--- config.mk ---
export PLATFORM = sky130hd
export DESIGN_NAME = chan_arbiter
export DESIGN_NICKNAME = d
export VERILOG_FILES = /design/src/rtl/chan_pkg.sv /design/src/rtl/chan_arbiter_outreg.sv /design/src/rtl/chan_arbiter.sv
export SDC_FILE = /design/constraint.sdc
export NUM_CORES = 1
export LEC_CHECK = 0
export ABC_CLOCK_PERIOD_IN_PS = 8200
export CORE_AREA = 2 2 126 128
export CTS_BUF_LIST = sky130_fd_sc_hd__clkbuf_4 sky130_fd_sc_hd__clkbuf_8
export DETAILED_ROUTE_END_ITERATION = 10
export DIE_AREA = 0 0 128 130
export GPL_TIMING_DRIVEN = 0
export PLACE_DENSITY = 0.83
export SLEW_MARGIN = 30
export SYNTH_ARGS = -nofsm -noshare
export SYNTH_HDL_FRONTEND = slang
export SYNTH_SLANG_ARGS = --single-unit
--- constraint.sdc ---
create_clock -name clk -period 8.2 [get_ports clk]
set_input_delay 1.64 -clock clk [delete_from_list [all_inputs] [get_ports clk]]
set_output_delay 1.64 -clock clk [all_outputs]
set_load 0.01 [all_outputs]
--- src/rtl/chan_pkg.sv ---
// Shared constants and types for the channel arbiter: control-word fields,
// word width and the arbiter state encoding.
package chan_pkg;

  localparam int unsigned WORD_W      = 16;
  localparam int unsigned CW_FLAG_BIT = 15;
  localparam int unsigned CW_CHAN_MSB = 14;
  localparam int unsigned CW_CHAN_LSB = 9;
  localparam int unsigned CW_LEN_MSB  = 8;
  localparam int unsigned CW_LEN_LSB  = 0;
  localparam int unsigned LEN_W       = CW_LEN_MSB - CW_LEN_LSB + 1;
  localparam int unsigned CNT_W       = 16;

  typedef enum logic {
    POLL = 1'b0,
    XFER = 1'b1
  } arb_state_e;

  // Block length carried in a control word
  function automatic logic [LEN_W-1:0] cw_len(input logic [WORD_W-1:0] w);
    return w[CW_LEN_MSB:CW_LEN_LSB];
  endfunction

endpackage

--- src/rtl/chan_arbiter_outreg.sv ---
// Single-entry output register; can_take_c says a new word may be loaded
// this cycle without overwriting an unaccepted one.
module arb_outreg
  import chan_pkg::*;
(
  input  logic              clk,
  input  logic              rst,
  input  logic              load,
  input  logic [WORD_W-1:0] din,
  input  logic              dready,
  output logic [WORD_W-1:0] dout,
  output logic              dvalid,
  output logic              can_take_c
);

  assign can_take_c = ~dvalid | dready;

  always_ff @(posedge clk or posedge rst) begin
    if (rst) begin
      dout   <= '0;
      dvalid <= 1'b0;
    end else if (load) begin
      dout   <= din;
      dvalid <= 1'b1;
    end else if (dready) begin
      dvalid <= 1'b0;
    end
  end

endmodule

--- src/rtl/chan_arbiter.sv ---
// Round-robin block collector: polls channels with a one-hot give, forwards
// framed blocks to a single 16-bit stream, aborts stalled blocks by timeout.
module chan_arbiter
  import chan_pkg::*;
#(
  parameter int unsigned NCH   = 16,
  parameter int unsigned TBITS = 8
) (
  input  logic                  clk,
  input  logic                  rst,
  output logic [NCH-1:0]        give,
  input  logic [NCH-1:0]        have,
  input  logic [WORD_W*NCH-1:0] din,
  output logic [WORD_W-1:0]     dout,
  output logic                  dvalid,
  input  logic                  dready,
  output logic                  blk_done,
  output logic                  err_cw,
  output logic                  err_tmo,
  output logic [CNT_W-1:0]      blk_cnt
);

  localparam int unsigned PTR_W = (NCH > 1) ? $clog2(NCH) : 1;
  localparam logic [PTR_W-1:0] PTR_LAST = PTR_W'(NCH - 1);
  // Last count before all-ones: the stall cycle that would reach it aborts
  localparam logic [TBITS-1:0] TMO_LAST = {{(TBITS-1){1'b1}}, 1'b0};

  arb_state_e        state_q, state_d;
  logic [PTR_W-1:0]  ptr_q, ptr_d, ptr_nxt;
  logic [LEN_W-1:0]  remain_q, remain_d;
  logic [TBITS-1:0]  tmo_q, tmo_d;
  logic              done_d, cw_err_d, tmo_err_d;
  logic              load, can_take, give_en, take;
  logic [WORD_W-1:0] din_arr [NCH];
  logic [WORD_W-1:0] din_sel;

  for (genvar i = 0; i < NCH; i++) begin : g_din
    assign din_arr[i] = din[WORD_W*i +: WORD_W];
  end

  assign din_sel = din_arr[ptr_q];
  assign give_en = can_take & ~rst;
  assign give    = give_en ? (NCH'(1) << ptr_q) : '0;
  assign take    = give_en & have[ptr_q];
  assign ptr_nxt = (ptr_q == PTR_LAST) ? '0 : ptr_q + PTR_W'(1);

  arb_outreg u_outreg (
    .clk        (clk),
    .rst        (rst),
    .load       (load),
    .din        (din_sel),
    .dready     (dready),
    .dout       (dout),
    .dvalid     (dvalid),
    .can_take_c (can_take)
  );

  // Next-state, pointer, length and timeout logic
  always_comb begin
    state_d   = state_q;
    ptr_d     = ptr_q;
    remain_d  = remain_q;
    tmo_d     = tmo_q;
    load      = 1'b0;
    done_d    = 1'b0;
    cw_err_d  = 1'b0;
    tmo_err_d = 1'b0;
    case (state_q)
      POLL: begin
        if (take) begin
          if (din_sel[CW_FLAG_BIT]) begin
            load     = 1'b1;
            remain_d = cw_len(din_sel);
            tmo_d    = '0;
            if (cw_len(din_sel) == '0) begin
              done_d = 1'b1;
              ptr_d  = ptr_nxt;
            end else begin
              state_d = XFER;
            end
          end else begin
            cw_err_d = 1'b1;
            ptr_d    = ptr_nxt;
          end
        end else if (give_en) begin
          ptr_d = ptr_nxt;
        end
      end
      XFER: begin
        if (take) begin
          load     = 1'b1;
          tmo_d    = '0;
          remain_d = remain_q - LEN_W'(1);
          if (remain_q == LEN_W'(1)) begin
            done_d  = 1'b1;
            ptr_d   = ptr_nxt;
            state_d = POLL;
          end
        end else if (give_en) begin
          if (tmo_q == TMO_LAST) begin
            tmo_err_d = 1'b1;
            tmo_d     = '0;
            remain_d  = '0;
            ptr_d     = ptr_nxt;
            state_d   = POLL;
          end else begin
            tmo_d = tmo_q + TBITS'(1);
          end
        end
      end
      default: state_d = POLL;
    endcase
  end

  always_ff @(posedge clk or posedge rst) begin
    if (rst) begin
      state_q  <= POLL;
      ptr_q    <= '0;
      remain_q <= '0;
      tmo_q    <= '0;
      blk_done <= 1'b0;
      err_cw   <= 1'b0;
      err_tmo  <= 1'b0;
      blk_cnt  <= '0;
    end else begin
      state_q  <= state_d;
      ptr_q    <= ptr_d;
      remain_q <= remain_d;
      tmo_q    <= tmo_d;
      blk_done <= done_d;
      err_cw   <= cw_err_d;
      err_tmo  <= tmo_err_d;
      if (done_d) blk_cnt <= blk_cnt + CNT_W'(1);
    end
  end

endmodule

# Word level (Yosys, flattened, before mapping)
# Cells that the tools add are included.
# Widths: inputs -> output; s select.
[totals]
input_bits = 275
mem_count = 0
ff_bits = 58
mem_bits_rw = 0
out_inout_bits = 52
latchBits = 0
rom_bits = 0
[classes]
shifts = 1
n_reduce_logical = 5
n_bitwise = 7
n_mux = 55
eq_ne = 10
n_div = 0
mul = 0
add_sub_neg = 4
order_cmp = 2
[ops]
columns = ["operator", "count"]
rows = [
  ["$bmux 16 s4", 1],
  ["$mux 16", 3],
  ["$mux 9", 5],
  ["$mux 8", 5],
  ["$mux 4", 9],
  ["$mux 1", 25],
  ["$pmux 9 s2", 1],
  ["$add 16x1->16 const B", 1],
  ["$pmux 8 s2", 1],
  ["$shl 1x4->16 const A", 1],
  ["$eq 9x1->1 const B", 1],
  ["$logic_not 9->1", 1],
  ["$sub 9x1->9 const B", 1],
  ["$add 8x1->8 const B", 1],
  ["$eq 8x8->1 const B", 1],
  ["$pmux 4 s2", 1],
  ["$ne 3x1->1 const B", 2],
  ["$pmux 1 s2", 3],
  ["$ge 5x5->1 const B", 1],
  ["$lt 4x5->1 const B", 1],
  ["$not 4->5", 1],
  ["$reduce_and 5->1", 1],
  ["$add 4x1->4 const B", 1],
  ["$bmux 1 s4", 1],
  ["other kinds (12)", 15],
]

# Longest topological paths before layout
[depth]
word_depth = 9
depth_mapped = 12
ltp_nobuf = 8

# Cells and area by module
# Synthesis repeated with hierarchy kept, for this count alone.
[hier_totals]
hier_cells = 456
hier_area_um2 = 5300.1
[by_module_without_submodules]
columns = ["mod", "area_each_um2", "instances", "cells_per_inst"]
rows = [
  ["chan_arbiter", 4613.2, 1, 418],
  ["arb_outreg", 686.9, 1, 38],
]

# Least setup slack after synthesis
# No wires, ideal clock.
[synth_path]
path_type = "input -> output"
startpoint = "input rst"
endpoint = "output give[0]"
stages = 5
slack_ns = 2.763
t_arrival_ns = 3.797
t_required_ns = 6.560
path_cell_list = "inv_1 > and2_1 > clkbuf_1 > nand2_1 > nor3_1"
[synth_via]
elab_chain_len = 3
[synth_lines]
columns = ["element", "line_no", "source"]
rows = [
  ["from (decl)", "chan_arbiter.sv:10", "input logic rst,"],
  ["$not 1->1", "chan_arbiter.sv:42", "assign give_en = can_take & ~rst;"],
  ["$and 1x1->1", "chan_arbiter.sv:42", ""],
  ["$mux 16", "chan_arbiter.sv:43", "assign give = give_en ? (NCH'(1) << ptr_q) : '0;"],
  ["to (decl)", "chan_arbiter.sv:11", "output logic [NCH-1:0] give,"],
]
# Every way passes these cells.

# Worst setup path after layout
[layout_path]
startpoint = "input rst"
endpoint = "output give[1]"
# Same word-level chain as after synthesis.

==> flow_summary.ini <==
[final_layout]
flow.area_growth_from_synthesis_pct = 70.8
post-route-cell-area_mm2 = 0.00895
final_cell_count_no_fill = 1008
drive_above_1_share_pct = 14.0
num-fill-cells = 1309
post_layout_utilization_of_the_core_pct = 58.0
total_number_of_nets_in_the_final_design = 1097

[setup_path]
path_common_cell = clkdlybuf4s50_1
cp-end-kind = output port
worst_setup_path_start_kind = primary input
cp.required_ns = 6.56
data_arrival_critical_path_ns = 3.98
worstSetupPathDepth = 8
cp_slowest_cell = clkdlybuf4s50_1
worstPathCellList = clkdlybuf4s50_1 -> inv_4 -> buf_16 -> and2_1 -> clkbuf_1 -> nand2_1 -> nor3_1 -> clkdlybuf4s50_1
crit_path_max_fanout = 48
register_to_register_setup_slack_ns = 4.37
cpLargestDelayFamily = buffers and inverters
critical_path_class = in -> out
worst_path_largest_cell_delay_ns = 0.58
worstReg2RegEnd = u_outreg.dout[12]
timing.rr.start = ptr_q[0]
crit_buf_inv = 5
rr_worst_depth = 7

[floorplan]
rows = 46
initial_util_pct = 33.9
die_h_um = 130
die-width_um = 128
core_area_mm2 = 0.0154
design.portCount = 327
area_enclosed_by_the_die_boundary_mm2 = 0.0166

[yosys]
netlist-cell-type-count = 48
synth_top_cell_by_area = dfrtp_1
portion_of_the_post_synthesis_area_used_by_sequential_elements_pct = 27.7
synth_seq_cells = 58
synth.yosys.warnings = 0
synth-edff-count = 0
synth_fp_nets = 759
synth_flop_cell = dfrtp_1
synth.top_cell.area_share_pct = 27.7
synth_area_leaders = dfrtp_1, mux4_2, mux4_1
synth_area_per_cell_um2 = 11.1
post_synth_inst_count = 473
synth-async-reset-ratio_pct = 100
mappedNetlistArea_mm2 = 0.00524

[grt]
globalRoute.totalOverflow = 0
grt_pass1_wl_um = 32400
global_route.usage.total_pct = 25.8
first_global_vias = 5671
grt_antenna_before_repair = 0
maximum_number_of_pins_on_one_net_before_global_route_repair = 49

[route]
route.detailed.vias_per_inst = 5.43
first_iter_violations = 281
drt-total-wl_um = 21700
wl_per_cell_um = 21.5
drt_drc_violations_left = 0
drtPass1Iterations = 5
ant_nets = 0
detailroute.via_count = 5471

[clock_network]
cts-root-buf = clkbuf_8
clock_tree.buffer_depth = 2
clock-sinks = 58
htreeDepth = 3
worstSkewPairLatency_ns = 0.33
tritoncts = yes
cts_hold_repair.buffers = 0
clk_pin_slew_ns = 0.06
post_cts_resized = 0
postCtsSetupBuffers = 0
cts-buffers-inserted = 9

[sta]
timing.final.crit_period_ns = 5.62
timing.setup.tns_ns = 0
unrepaired_setup_endpoints_after_global_routing = false
finalSetupViolations = 0
max_freq_ghz = 0.178
slew_viol_final = 0
worst_slew_pin_slew_ns = 0.910
post-route-period-util_pct = 68.5
timing.slew.headroom_pct = 39.3
report.final.hold_viol_count = 0
worst_clock_skew_ns = 0.00682

[worst_hold_path]
hold_start = blk_cnt[15]
hp-class = reg -> reg
timing.hold.worst_path_depth = 1
min_to = blk_cnt[15]

[power_and_ir_drop]
power_per_cell_area_mw_per_mm2 = 272
worst_ir_drop_vdd_mv = 0.109
p_leak_nw = 3.60
totalPowerFinal_mw = 2.44

[outcome]
status = finished clean

[placement]
buffer_ports.inserted = 326
placed_cells_incl_taps = 992
placed_area_mm2 = 0.00877
place_hpwl_um = 18400
finalWeightedCongestion = 0.852

[job]
drv.max_cap_violation_count = 0
==> cell usage after synthesis, types with 2 or more instances <==
master    count
buf_1         4
nor2_1       22
mux4_1       10
mux2i_1      21
o22ai_1       4
nor4_1        3
mux4_2       60
nor3_1       17
o32ai_1       2
o31ai_1       4
clkbuf_1     20
and2_1        7
a31oi_1       3
buf_6         2
ha_1         11
mux2_2       16
a22o_1        7
a22oi_1       7
nor3b_1       3
nor4_2        2
o21ai_0      29
nand4_1       2
nand2_1      53
and3_1       10
xor2_1       15
nand3_1      25
nor2b_1       4
a21o_1        2
inv_1        13
nand2b_1      4
or3_1         2
buf_2        10
or4_1         3
dfrtp_1      58
a21oi_1       5
==> routing by layer <==
metal  routed length [um]  track usage, %  share of wire [%]
met1                 8550            31.7                 39
met2                11500            46.6                 53
met3                 1290            5.17                5.9
met4                  377            6.79                1.7
met5                    0               0                  0
==> worst max-delay path by stage <==
stage	start	to
after detailed placement	rst	give[1]
final	rst	give[1]
after floorplan	rst	give[0]
after global placement	rst	give[1]
after global routing	rst	give[2]
after CTS	rst	give[1]
==> cell families (layout without fill, tap and decap cells) <==
group | after synthesis | count (layout) | share of synthesized area, %
AO/OA/AOI/OAI | 69 | 69 | 8.55
XOR/XNOR | 15 | 15 | 2.51
adder cells (fa/ha/maj) | 11 | 11 | 2.63
buffers and inverters | 50 | 392 | 4.42
flip-flops | 58 | 58 | 27.7
multiplexers | 107 | 107 | 38.3
other | 0 | 1 | 0
AND/OR/NAND/NOR | 163 | 163 | 15.9
==> area by class of cell <==
type | count | area, um^2 | area share [%]
multi-input cells | 365 | 3550 | 39.7
clock inverters | 3 | 15.0 | 0.168
repair buffers | 327 | 3290 | 36.8
inverters | 13 | 51.3 | 0.573
diodes | 1 | 2.50 | 0.0280
flip-flops and latches | 58 | 1450 | 16.2
clock buffers | 12 | 159 | 1.78
well taps | 192 | 240 | 2.69
plain buffers | 37 | 183 | 2.04
==> power by group <==
part	switching [mW]	internal, mW
Combinational	0.862	0.876
Sequential	0.0815	0.381
Clock	0.111	0.126
==> layout by cell type (no fill, tap or decap), types with 3 or more instances in the layout <==
cell type and instances:
a21oi_1 5, a22o_1 7, a22oi_1 7, a31oi_1 3, and2_1 7, and3_1 10, buf_1 4, buf_2 10
clkbuf_1 20, clkbuf_8 11, clkdlybuf4s50_1 326, clkinv_2 3, dfrtp_1 58, ha_1 11, inv_1 12, mux2_2 16
mux2i_1 21, mux4_1 10, mux4_2 60, nand2_1 53, nand2b_1 4, nand3_1 25, nor2_1 22, nor2b_1 4
nor3_1 17, nor3b_1 3, nor4_1 3, o21ai_0 29, o22ai_1 4, o31ai_1 4, or4_1 3, xor2_1 15
==> sequential cells by signal, summed over array words and instances (netlist names) <==
name             count
remain_q             9
state_q              1
u_outreg.dvalid      1
blk_cnt             16
ptr_q                4
tmo_q                8
err_cw               1
u_outreg.dout       16
blk_done             1
err_tmo              1
==> through the flow <==
stage,hold WS (ns),worst slack (ns)
after floorplan,0.437,2.76
after global placement,0.456,1.28
after detailed placement,0.460,2.58
after CTS,0.470,2.56
after global routing,0.475,2.34
final,0.464,2.58
(Power assumes the default switching activity.)
